<file path="config.mk">
export PLATFORM = sky130hd
export DESIGN_NAME = regbank_access_ctrl
export DESIGN_NICKNAME = d
export VERILOG_FILES = /design/src/rtl/regbank_access_ctrl.sv
export SDC_FILE = /design/constraint.sdc
export NUM_CORES = 1
export LEC_CHECK = 0
export CAP_MARGIN = 0
export CORE_UTILIZATION = 30
export CTS_CLUSTER_SIZE = 12
export DETAILED_ROUTE_END_ITERATION = 10
export MAX_ROUTING_LAYER = met4
export PLACE_DENSITY = 0.54
export SLEW_MARGIN = 20
export SYNTH_ARGS = -nofsm -noshare
export SYNTH_HDL_FRONTEND = slang
export SYNTH_SLANG_ARGS = --single-unit
</file>
<file path="constraint.sdc">
create_clock -name clk -period 1.51 [get_ports clk]
set_input_delay 0.302 -clock clk [delete_from_list [all_inputs] [get_ports clk]]
set_output_delay 0.302 -clock clk [all_outputs]
set_load 0.02 [all_outputs]
</file>
<file path="src/rtl/regbank_access_ctrl.sv">
// Register-bank bus master: two operand reads, execute handshake,
// optional result write-back.
module regbank_access_ctrl #(
   parameter int DATA_W = 4,
   parameter int ADDR_W = 4
) (
   input  logic              clk,
   input  logic              rst,
   input  logic              start,
   input  logic [ADDR_W-1:0] src_a,
   input  logic [ADDR_W-1:0] src_b,
   input  logic [ADDR_W-1:0] dst,
   input  logic              wb_en,
   input  logic              abort,
   output logic              busy,
   output logic              ops_valid,
   input  logic              ops_ready,
   output logic [DATA_W-1:0] op_a,
   output logic [DATA_W-1:0] op_b,
   input  logic              result_valid,
   input  logic [DATA_W-1:0] result_data,
   output logic              done,
   output logic              readEn,
   output logic              writeEn,
   output logic [ADDR_W-1:0] addressBus,
   output logic [DATA_W-1:0] writeData,
   input  logic [DATA_W-1:0] readData
);

   typedef enum logic [2:0] {
      IDLE, RD_A, RD_B, CAP_B, OPS, EXEC, WB
   } state_t;

   state_t            state;
   logic [ADDR_W-1:0] srcb_q;
   logic [ADDR_W-1:0] dst_q;
   logic              wb_q;

   // Bank-side strobes are registered from the next state so they never glitch.
   always_ff @(posedge clk or negedge rst) begin
      if (!rst) begin
         state      <= IDLE;
         srcb_q     <= '0;
         dst_q      <= '0;
         wb_q       <= 1'b0;
         busy       <= 1'b0;
         ops_valid  <= 1'b0;
         op_a       <= '0;
         op_b       <= '0;
         done       <= 1'b0;
         readEn     <= 1'b0;
         writeEn    <= 1'b0;
         addressBus <= '0;
         writeData  <= '0;
      end else begin
         readEn     <= 1'b0;
         writeEn    <= 1'b0;
         addressBus <= '0;
         writeData  <= '0;
         ops_valid  <= 1'b0;
         done       <= 1'b0;
         if (abort && state != IDLE) begin
            state <= IDLE;
            busy  <= 1'b0;
         end else begin
            unique case (state)
               IDLE: begin
                  if (start) begin
                     srcb_q     <= src_b;
                     dst_q      <= dst;
                     wb_q       <= wb_en;
                     state      <= RD_A;
                     busy       <= 1'b1;
                     readEn     <= 1'b1;
                     addressBus <= src_a;
                  end
               end
               RD_A: begin
                  state      <= RD_B;
                  readEn     <= 1'b1;
                  addressBus <= srcb_q;
               end
               RD_B: begin
                  op_a  <= readData;
                  state <= CAP_B;
               end
               CAP_B: begin
                  op_b      <= readData;
                  state     <= OPS;
                  ops_valid <= 1'b1;
               end
               OPS: begin
                  if (ops_ready) state <= EXEC;
                  else ops_valid <= 1'b1;
               end
               EXEC: begin
                  if (result_valid) begin
                     if (wb_q) begin
                        state      <= WB;
                        writeEn    <= 1'b1;
                        addressBus <= dst_q;
                        writeData  <= result_data;
                     end else begin
                        state <= IDLE;
                        busy  <= 1'b0;
                        done  <= 1'b1;
                     end
                  end
               end
               WB: begin
                  state <= IDLE;
                  busy  <= 1'b0;
                  done  <= 1'b1;
               end
               default: begin
                  state <= IDLE;
                  busy  <= 1'b0;
               end
            endcase
         end
      end
   end

endmodule

</file>
### Yosys cells after proc, flatten, opt, wreduce, memory -nomap -nowiden

Cells that the tools add are included.
W data, S select, Z words.

| word-level totals | value |
|---|---|
| register bits after elaboration | 33 |
| output and inout port bits | 21 |
| input port bits | 27 |
| logic and storage cells | 68 |

| cells by class | value |
|---|---|
| reductions and logical operators | 9 |
| eq/ne operators | 11 |
| multiplexer cells | 34 |
| bitwise operators | 1 |

Operator list:

| kind | number |
|---|---|
| $mux W4 | 8 |
| $pmux W3 S6 | 1 |
| $mux W1 | 15 |
| $mux W3 | 5 |
| $ne A3 B3 Y1 const B | 4 |
| $pmux W4 S3 | 1 |
| $eq A3 B3 Y1 const B | 3 |
| $eq A3 B2 Y1 const B | 2 |
| $pmux W1 S2 | 3 |
| $reduce_and A3 Y1 | 2 |
| $reduce_and A2 Y1 | 2 |
| $reduce_and A4 Y1 | 1 |
| $reduce_or A4 Y1 | 1 |
| $eq A3 B1 Y1 const B | 1 |
| $logic_not A3 Y1 | 1 |
| $pmux W1 S3 | 1 |
| $reduce_bool A3 Y1 | 1 |
| $ne A2 B1 Y1 const B | 1 |
| $logic_and A1 B1 Y1 | 1 |
| $not A1 Y1 | 1 |

### Logic depth before layout (Yosys ltp)

| depth | value |
|---|---|
| word-level depth | 4 |
| gate-level depth with buffers | 5 |
| gate-level depth less buffers | 3 |

### Least setup slack after synthesis

Ideal clock, no wire load.

| path | value |
|---|---|
| path type | reg2reg |
| start point | reg state[2] |
| end point | reg op_a[0] |
| clock period less this slack | 1391 ps |
| setup time | 125 ps |
| path buffers | 1 |
| slack | 119 ps |
| arrival time | 1266 ps |
| cell stages (with the launch flop) | 4 |
| path through | dfrtp_1 buf_6 nor4_4 mux2_2 |

| between the ends | value |
|---|---|
| cells in the longest elaborated chain, start to end | 4 |
| elaborated cells on any way between the ends | 5 |

Ends and longest elaborated chain:

| element | RTL line | source |
|---|---|---|
| start, declared | 34 | `state_t state;` |
| start signal, assigned | 42 | `state <= IDLE;` |
| start signal, assigned | 63 | `state <= IDLE;` |
| start signal, assigned | 72 | `state <= RD_A;` |
| $reduce_bool A3 Y1 | 62 | `if (abort && state != IDLE) begin` |
| $logic_and A1 B1 Y1 | 62 |  |
| $not A1 Y1 (no source line) | -- |  |
| $reduce_and A2 Y1 (no source line) (*) | -- |  |
| end signal, assigned | 84 | `op_a <= readData;` |
| end, declared | 18 | `output logic [DATA_W-1:0] op_a,` |

Mark *: on every way between the ends. The rest lies on a longest branch, timed or not.
A chain may end at the register's enable or synchronous reset.

### Final worst setup path

| path | value |
|---|---|
| start point | in abort |
| end point | reg op_a[0] |

| between the ends | value |
|---|---|
| cells in the longest elaborated chain, start to end | 3 |

Ends and longest elaborated chain:

| element | RTL line | source |
|---|---|---|
| start, declared | 14 | `input logic abort,` |
| $logic_and A1 B1 Y1 | 62 |  |
| $not A1 Y1 (no source line) | -- |  |
| $reduce_and A2 Y1 (no source line) | -- |  |

Every way passes these cells.

==> results by group <==
Synth
  – Biggest area contributors in the synthesized netlist: dfrtp_1, mux2_2, o2bb2ai_1
  – Post-synthesis sequential element count: 33
  – Cell count after synthesis: 110
  – Fraction of registers with async set or reset after synthesis: 1.000
  – Mean instance size in the synthesized netlist: 13.24 sq um
  – Count of cell types in the netlist: 34
  – Top-count cell post-synth: dfrtp_1
  – Share of the synthesized area in the top cell type: 0.5670
  – Most used standard cells in the synthesized netlist: dfrtp_1, mux2_2, nor2_1
  – Post-synthesis instance area: 1456 sq um
  – Share of synthesized area occupied by flip-flops and latches: 0.5670
  – Yosys Warn Count: 0
  – Largest area contributor in the synthesized netlist: dfrtp_1
  – Synthesized net count: 137
  – Dominant register cell in the synthesized netlist: dfrtp_1
  – Number of synthesized flops with an enable pin: 0

Power and ir drop
  – Internal Power: 0.002404 W
  – Share of total power in the clock network: 0.171
  – Switching Fraction: 0.3537
  – Register share of total power: 0.391
  – Psw: 0.001315 W
  – Leakage dissipation: 1.005 nW
  – Worst IR drop on VDD: 0.0006625 V
  – Pwr per Cell Area: 1717 nW/um^2
  – Combinational group share of total power: 0.438

Global route
  – Aggregate global-route resource usage: 0.1449
  – Global route total overflow: 0
  – Pin count of the biggest net entering global routing: 34
  – Number of global-route vias before repair: 1122
  – Global-route wire length before repair: 5457 microns
  – Initial antenna violation count: 0

Critical path
  – Cell with the largest stage delay on the worst path: clkdlybuf4s50_1
  – Buffer and inverter count on the worst path: 1
  – Launching point of the worst reg2reg path: state[2]$_DFFE_PN0P_
  – Startpoint of the worst setup timing path: abort
  – Critical path's largest stage delay: 0.53 ns
  – Critical path peak fanout: 4
  – Required @ worst endpoint: 1.67 ns
  – Category of the most critical setup path: input pin to flip-flop
  – Logic depth of the worst path, buffers included: 3
  – Crit path arrival time: 1.64 ns
  – Worst setup EP type: flip-flop
  – Kind of start point of the critical path: input pin
  – Register-to-Register Setup Slack: 0.05 ns
  – List of cells traversed by the critical path: clkdlybuf4s50_1, nor4_4, mux2_2
  – Capture point of the worst reg-to-reg path: dst_q[3]$_DFFE_PN0P_
  – Category of cells accounting for the largest share of critical-path delay: buffers and inverters
  – Cell depth of the worst flop-to-flop path: 3

Timing
  – Final cycle utilization of the critical path: 0.9772
  – Unrepaired setup endpoints after global routing: false
  – Final critical delay including setup and external delays: 1.476 ns
  – Remaining max-slew budget at the tightest pin: 0.7637
  – Max Slew Vio Count: 0
  – Finish-stage setup viols: 0
  – Final sum of negative setup slack: 0 ns
  – Final number of hold-violating endpoints: 0
  – Worst Clk Skew: 0.005078 ns
  – Highest achievable clock rate: 677.7 MHz
  – Least-Margin Pin Slew: 0.3519 ns

Drt
  – Wirelength per Cell: 14.72 microns
  – Final wirelength: 3326 microns
  – Post-detailed-route count of antenna-violating nets: 0
  – Drt initial violations: 59
  – Remaining design rule violation count: 0
  – Length of the first detailed-routing pass in iterations: 4
  – Via count: 1111
  – Routed via count divided by cell count: 4.916

Layout
  – Synth-to-Final Area Change: 48.71%
  – Layout cell share with drive strength beyond 1: 0.2816
  – Number of inserted filler cells in the final layout: 420
  – Area of all placed cells without fillers: 2166 sq um
  – Reg area: 829.5 sq um
  – Net count reported at finish: 200
  – Count of antenna diodes in the layout: 0
  – Area taken by multi-input logic gates: 596.8 sq um

Clock tree
  – Clock latency reported for the late side of the worst-skew pair: 0.28 ns
  – Clock Tree Buf Depth: 2
  – CTS tree: yes
  – Clock H-tree levels: 2
  – Clock net sink count: 33
  – Clock-pin slew on the worst setup and hold paths: 0.07 ns
  – CTS buffer count: 5
  – Clock tree root buffer cell: clkbuf_8
  – Post-cts hold buffer count: 0

Floorplan
  – Boundary pin count: 48
  – Full die area: 5137 sq um
  – Width of the chip: 71.68 microns
  – Core footprint: 4504 sq um
  – Number of placement rows: 24
  – Initial cell density of the core: 0.3233
  – Vert. Die Dim: 71.68 microns

Place
  – Area after DPL: 2064 sq um
  – HPWL Detailed: 2338 microns
  – Total of buffers placed on input and output ports: 47
  – Weighted congestion reported at the end of routability-driven placement: 0.7592

Worst hold path
  – Hold Crit Class: input pin to async pin

Run
  – Number of maximum-capacitance constraint violations: 0

Run status
  – Result of the run: finished, final reports clean
cells in the final DEF, fill, tap and decap left out, types with 2 or more instances in the layout:
master and instances:
a21oi_1 3, a22oi_1 3, and2_1 5, and3b_1 2
buf_4 14, clkbuf_8 5, clkdlybuf4s50_1 26, clkinv_2 2
dfrtp_1 30, dfrtp_2 3, dlygate4sd2_1 19, dlymetal6s2s_1 2
mux2_2 17, nand2b_1 3, nand3b_1 3, nor2_1 6
nor4b_4 2, o21ai_0 4, o2bb2ai_1 4
power groups by stage:
stage                     clock (W)  sequential [W]  combinational, W
final                      0.000635         0.00146           0.00163
after global routing       0.000715         0.00151           0.00176
after CTS                  0.000663         0.00146           0.00160
after detailed placement          0         0.00148           0.00170
after global placement            0         0.00148           0.00167
after floorplan                   0         0.00166          0.000774
routing by layer:
| metal | global-route usage | share of wire | vias up |
|---|---|---|---|
| li1 | - | - | 524 |
| met1 | 0.1781 | 0.43 | 543 |
| met2 | 0.2107 | 0.49 | 39 |
| met3 | 0.04923 | 0.063 | 5 |
| met4 | 0.07625 | 0.017 | 0 |
| met5 | - | 0 | - |
flip-flops by register name, indices dropped and copies added, names as in the netlist:
name	flops
addressBus	4
done	1
srcb_q	4
writeEn	1
op_b	4
readEn	1
ops_valid	1
writeData	4
op_a	4
wb_q	1
state	3
dst_q	4
busy	1
timing repair:
action	4_1_cts	5_1_grt
pin swaps	1	2
endpoints found under the setup margin	34	12
buffers inserted	1	1
resized for setup	22	6
per-stage QoR:
step	cells	hold slack, ns	total power, W	utilization	worst slack (ns)
global route	226	0.3963	0.003981	0.4808	0.003010
detailed placement	216	0.4805	0.003175	0.4583	-0.2040
CTS	225	0.3921	0.003724	0.4739	0.001806
finish	226	0.3862	0.003719	0.4808	0.03446
global placement	216	0.4712	0.003151	0.4583	-0.1831
floorplan	110	0.006409	0.002438	-	0.1192
final cells by class:
cell class                      instances  share of cell area
Multi-Input combinational cell         69              0.2756
Tap cell                               52             0.03004
Inverter                                1            0.001733
Clock inverter                          2            0.004622
Sequential cell                        33              0.3830
Timing Repair Buffer                   63              0.2715
Clock buffer                            6             0.03351
worst reg2reg max path: stages (launching register included):
cell     delay [ns]
dfrtp_2        0.48
nor4b_4        0.35
buf_6          0.18
mux2_2         0.33
cells by family (layout without fill, tap and decap cells):
kind of cell,Yosys count,in the layout,share of synthesized area
buffers and inverters,8,72,0.03780
multiplexers,18,18,0.1383
XOR/XNOR,1,1,0.006015
AND/OR/NAND/NOR,30,30,0.1538
AO/OA/AOI/OAI,20,20,0.09708
flip-flops,33,33,0.5670
worst max path at each step:
stage,end,slack [ns]
floorplan,op_a[0]$_DFFE_PN0P_,0.12
global placement,dst_q[1]$_DFFE_PN0P_,-0.18
detailed placement,op_b[1]$_DFFE_PN0P_,-0.20
CTS,addressBus[1],0.002
global route,dst_q[3]$_DFFE_PN0P_,0.003
finish,op_a[0]$_DFFE_PN0P_,0.03
No activity file was read; power rests on OpenSTA's default activity.
==> RTL change 1 (config.mk and constraints unchanged) <==
The parameter `ADDR_W` goes from 4 to 3.
--- a/src/rtl/regbank_access_ctrl.sv
+++ b/src/rtl/regbank_access_ctrl.sv
@@ -3,5 +3,5 @@
 module regbank_access_ctrl #(
    parameter int DATA_W = 4,
-   parameter int ADDR_W = 4
+   parameter int ADDR_W = 3
 ) (
    input  logic              clk,
Interface: changed (resized addressBus, dst, src_a and src_b); port bits go from 48 to 44. No check against the original RTL was run, so the function may have changed too.
==> RTL change 1 against the original RTL <==
  * Worst setup slack better by 0.020 ns
  * Register-to-register slack better by 0.02 ns
  * Total power down 2.2%
  * Wire length down 14%
  * Design area down 7.2%
  * Sequential cell count down 3
  * Non-clock buffer count down 6
  * Area after synthesis down 10%
  * Critical endpoint is now srcb_q[0]
  * Largest cell class unchanged
==> RTL change 1: results (changes against the original RTL) <==
| Metric | Value |
|---|---|
| Clock buffers | 6 (unchanged) |
| GR Util met1 | 0.1653 (-0.01279) |
| DP Cell Count | 209 (-3.2%) |
| Clock Skews | 0.009337 ns (+0.004260 ns) |
| Worst reg2reg path depth | 4 (+1) |
| Routed via count | 1043 (-6.1%) |
| Final std cells w/o fill | 217 (-4.0%) |
| Met3 WL | 204 µm (-1.9%) |
| Post-Place Worst Slack | -0.2389 ns (-0.03494 ns) |
| Synth area leaders | dfrtp_1, mux2_2, a21oi_1, nand2b_1, nor3_2 |
| Post-synthesis mux area share | 0.1293 (-0.009006) |
| Detailed Route WL | 2.861 mm (-14%) |
| Worst vdd ir | 0.8085 mV (+22%) |
| Synth Area in XOR/XNOR | 0 (-0.006014) |
| Share of cells above drive strength 1 | 0.2575 (-0.02412) |
| Die width | 67.99 µm (-5.1%) |
| Crit path from | start |
| CTS Buf Count | 5 (unchanged) |
| Hold Vio Cnt, Final | 0 (unchanged) |
| Final Wtd Congestion | 0.7594 (about the same) |
| Fmax | 687.0 MHz (+1.4%) |
| Pwr/cell area | 1810 mW/mm² (+5.4%) |
| Mapped Nets | 131 (-4.4%) |
| Non-Clock Inverter Count | 3 (+2) |
| Least-Margin Pin Slew | 0.3743 ns (+0.02243 ns) |
| Overall global routing resource usage | 0.1473 (+0.002383) |
| Syn Area/Cell | 12.21 µm² (-7.8%) |
| Global Route met2 Usage | 0.2475 (+0.03686) |
| CP endpoint | srcb_q[0] |
| Post-CTS Setup Bufs | 0 (-1) |
| M1 WL | 1.243 mm (-13%) |
| First-pass GRT wire length | 4.712 mm (-14%) |
| Max FO, Critical Path | 8 (+4) |
| NonClk Buf Share | 0.2626 (-0.008918) |
| Sequential element share of the synthesized area | 0.5747 (+0.007702) |
| First DRT Iteration DRCs | 27 (-54%) |
| Largest net degree at the start of global routing | 31 (-8.8%) |
| Synth cell count leaders | dfrtp_1, mux2_2, a21oi_1 |
| Seq area share | 0.3740 (-0.009027) |
| Worst reg2reg endpoint | srcb_q[0] |
| Outcome | completed |
| Flops & latches, synth | 30 (-9.1%) |
| Setup slack, reg-to-reg | 0.07 ns (+0.02 ns) |
| Clock network area share | 0.07094 (+0.03281) |
| Reg2reg start | state[0] |
| Met2 wire length | 1.379 mm (-16%) |
| Count of cell types in the netlist | 27 (-21%) |
| # fillers | 376 (-10%) |
| Leak | 0.9882 nW (-1.6%) |
| Largest family of logic cells by synthesized area | simple AND/OR/NAND/NOR gates |
| Slowest stage delay, CP | 0.47 ns (-0.06 ns) |
| WHS | 0.3686 ns (-0.01764 ns) |
| Complex-gate fraction of the synthesized area | 0.1149 (+0.01786) |
| Non-clock buffer count | 57 (-9.5%) |
| Nets | 190 (-5.0%) |
| Diode count | 0 (unchanged) |
| Dpl hpwl | 2.152 mm (-7.9%) |
| M3 GR Usage | 0.05167 (+0.002440) |
-- RTL change 1: cell count changes after synthesis, moves of 3 or more --
cell | unedited run | this run
a21oi_1 | 3 | 8
nand2_1 | 1 | 6
buf_4 | 4 | 0
o2bb2ai_1 | 4 | 0
dfrtp_1 | 33 | 30
nor3_2 | 0 | 3
-- RTL change 1: worst register-to-register path, delay by kind of cell, from the launching register on --
family	cells	cell delay, ns
buffers and inverters	1	0.19
muxes	1	0.34
DFF	1	0.48
and+or+nand+nor	2	0.32
-- RTL change 1: power breakdown --
group | switching [W] | internal [W] | total (W) | leakage [nW]
Clock | 0.000292 | 0.000704 | 0.000995 | 0.0714
Combinational | 0.000654 | 0.000680 | 0.00133 | 0.539
Sequential | 0.000202 | 0.00111 | 0.00131 | 0.378
-- RTL change 1: repair_timing --
action                     4_1_cts  5_1_grt
hold buffers                     0        0
pin swaps                        0        0
setup endpoints to repair       16        7
gates resized for setup         16        7
==> RTL change 2 (same settings) <==
Made on the original files. The 7 states of `state_t` get a Gray code encoding in 3 bits.
--- a/src/rtl/regbank_access_ctrl.sv
+++ b/src/rtl/regbank_access_ctrl.sv
@@ -29,5 +29,5 @@
 
    typedef enum logic [2:0] {
-      IDLE, RD_A, RD_B, CAP_B, OPS, EXEC, WB
+      IDLE = 3'b000, RD_A = 3'b001, RD_B = 3'b011, CAP_B = 3'b010, OPS = 3'b110, EXEC = 3'b111, WB = 3'b101
    } state_t;
 
Check against the original RTL: same outputs for any inputs over 10 cycles, from zero or initial values and one cycle with rst low; not proved beyond that.
==> RTL change 2 against the original RTL <==
  * Cell count decreased by 0.88%
  * Area after synthesis decreased by 5.5%
  * Wire length decreased by 14%
  * Register-to-register slack improved by 0.05 ns
  * Clock power increased by 31%
  * Die area decreased by 5.4%
  * Combinational power decreased by 15%
  * Non-clock buffer count decreased by 4
  * Worst setup slack improved by 0.067 ns
  * Design area decreased by 2.8%
  * Hold slack got worse by 0.0043 ns
  * Total power decreased by 1.9%
  * Sequential cell count unchanged
  * Largest cell class unchanged
==> RTL change 2: results (changes against the original RTL) <==
| Metric | Value |
|---|---|
| Diode count | 0 (unchanged) |
| Max-slew headroom | 0.7709 (+0.007261) |
| Worst reg2reg path depth | 4 (+1) |
| Post-synthesis async set-or-reset flop share | 1.000 (unchanged) |
| Ys flop type | dfrtp_1 |
| Share of cells above drive strength 1 | 0.2093 (-0.07231) |
| Placed cell area | 0.001988 mm² (-3.7%) |
| Worst-path clk slew | 0.06 ns |
| H-Tree Level Count | 2 (unchanged) |
| Final Wtd Congestion | 0.7605 (+0.17%) |
| Detailed Route WL | 2.874 mm (-14%) |
| Dpl hpwl | 2.218 mm (-5.1%) |
| Post-Place Worst Slack | -0.1431 ns (+0.06092 ns) |
| First DRT Iteration DRCs | 34 (-42%) |
| Outcome | completed |
| Post-CTS Setup Bufs | 0 (-1) |
| Max FO, Critical Path | 7 (+3) |
| Nets | 198 (-1.0%) |
| Largest net degree at the start of global routing | 34 (unchanged) |
| Worst vdd ir | 0.6048 mV (-8.7%) |
| Overall global routing resource usage | 0.1364 (-0.008510) |
| Worst Hold Class | primary input to async pin |
| Reg2reg start | state[0] |
| First-pass GRT wire length | 5.009 mm (-8.2%) |
| Clk_lat worst skew | 0.28 ns (about the same) |
| Synthesis warning total | 0 (unchanged) |
| Synth cell count leaders | dfrtp_1, nor2_1, mux2_2 |
| Root Driver | clkbuf_8 |
| Initial antenna violation count | 0 (unchanged) |
| Vias in the first global route | 1095 (-2.4%) |
| Max Root-Sink Buffers | 2 (unchanged) |
| Worst Path Arrival | 1.57 ns (-0.07 ns) |
| Mapped Nets | 136 (-0.73%) |
| Via density | 4.679 (-4.8%) |
| Count of cell types in the netlist | 28 (-18%) |
| CTS Buf Count | 5 (unchanged) |
| WHS | 0.3819 ns (-0.004327 ns) |
| Setup slack, reg-to-reg | 0.10 ns (+0.05 ns) |
| Synth area leaders | dfrtp_1, mux2_2, mux2_1, nor2_1, a22oi_1 |
| Leak | 1.058 nW (+5.3%) |
| Worst reg2reg endpoint | op_b[2] |
| Detailed Routing Iterations Pass 1 | 4 (unchanged) |
| Sequential element share of the synthesized area | 0.6000 (+0.03299) |
| Clock Skews | 0.004268 ns (-0.0008100 ns) |
| IO Port Bufs | 47 (unchanged) |
[RTL change 2: cell count changes after synthesis, sizes merged, moves of 3 or more]
cell | before | now
nor2 | 6 | 12
nand2 | 1 | 8
a22o | 0 | 3
nor3 | 1 | 5
nand3b | 3 | 0
buf | 7 | 4
o2bb2ai | 4 | 0
[RTL change 2: worst max-delay path by stage]
stage                  startpoint       endpoint  slack (ns)  depth (start not counted)
global placement            start      srcb_q[0]       -0.12                          4
detailed placement          start      srcb_q[0]       -0.14                          4
floorplan                state[1]       dst_q[0]         0.1                          5
finish                   state[0]        op_b[2]        0.10                          4
global route             state[1]        op_b[2]        0.02                          4
CTS                 addressBus[3]  addressBus[3]       0.003                          1
[RTL change 2: where the power goes]
part / total [W] / switching, W / internal (W)
Sequential: 0.00143 / 0.000214 / 0.00121
Clock: 0.000833 / 0.000296 / 0.000537
Combinational: 0.00139 / 0.000678 / 0.000710
Total: 0.00365 / 0.00119 / 0.00246
[RTL change 2: stage by stage]
step / utilization / setup TNS [ns] / total power [W] / instances
after floorplan: - / 0 / 0.002257 / 109
after global placement: 0.4535 / -1.995 / 0.002928 / 216
after detailed placement: 0.4535 / -2.419 / 0.002950 / 216
after CTS: 0.4760 / 0 / 0.003707 / 224
after global routing: 0.4803 / 0 / 0.003895 / 224
final: 0.4803 / 0 / 0.003648 / 224
[RTL change 2: what timing repair did]
| item | CTS | global route |
|---|---|---|
| hold endpoints to repair | 0 | 0 |
| resized for setup | 14 | 8 |
| endpoints found under the setup margin | 14 | 14 |
| pin swaps | 0 | 0 |
[RTL change 2: worst max-delay path, stage by stage (launching register included)]
cell and delay, ns:
dfrtp_1 0.46, buf_4 0.17, nor3_2 0.18, buf_4 0.16, mux2_2 0.33
[RTL change 2: logic make-up (layout without fill, tap and decap cells)]
| family | Yosys count | count (layout) | share of synthesized area |
|---|---|---|---|
| AOI/OAI and AO/OA | 20 | 20 | 0.1055 |
| buffers and inverters | 6 | 69 | 0.02454 |
| DFF | 33 | 33 | 0.6000 |
| muxes | 16 | 16 | 0.1309 |
| and+or+nand+nor | 34 | 34 | 0.1391 |
[RTL change 2: metal layers]
layer	share of wire	track usage
met4	0.0049	0.04667
met5	0	-
met2	0.47	0.2071
met1	0.47	0.1690
met3	0.056	0.04942
[RTL change 2: cell type report]
cell class,count,area (µm²)
flip-flops and latches,33,827.0
repair buffers,59,573.1
clock inverters,1,30.03
inverters,2,7.507
fillers,399,2278
well taps,52,65.06
multi-input cells,70,516.7
clock buffers,7,86.33
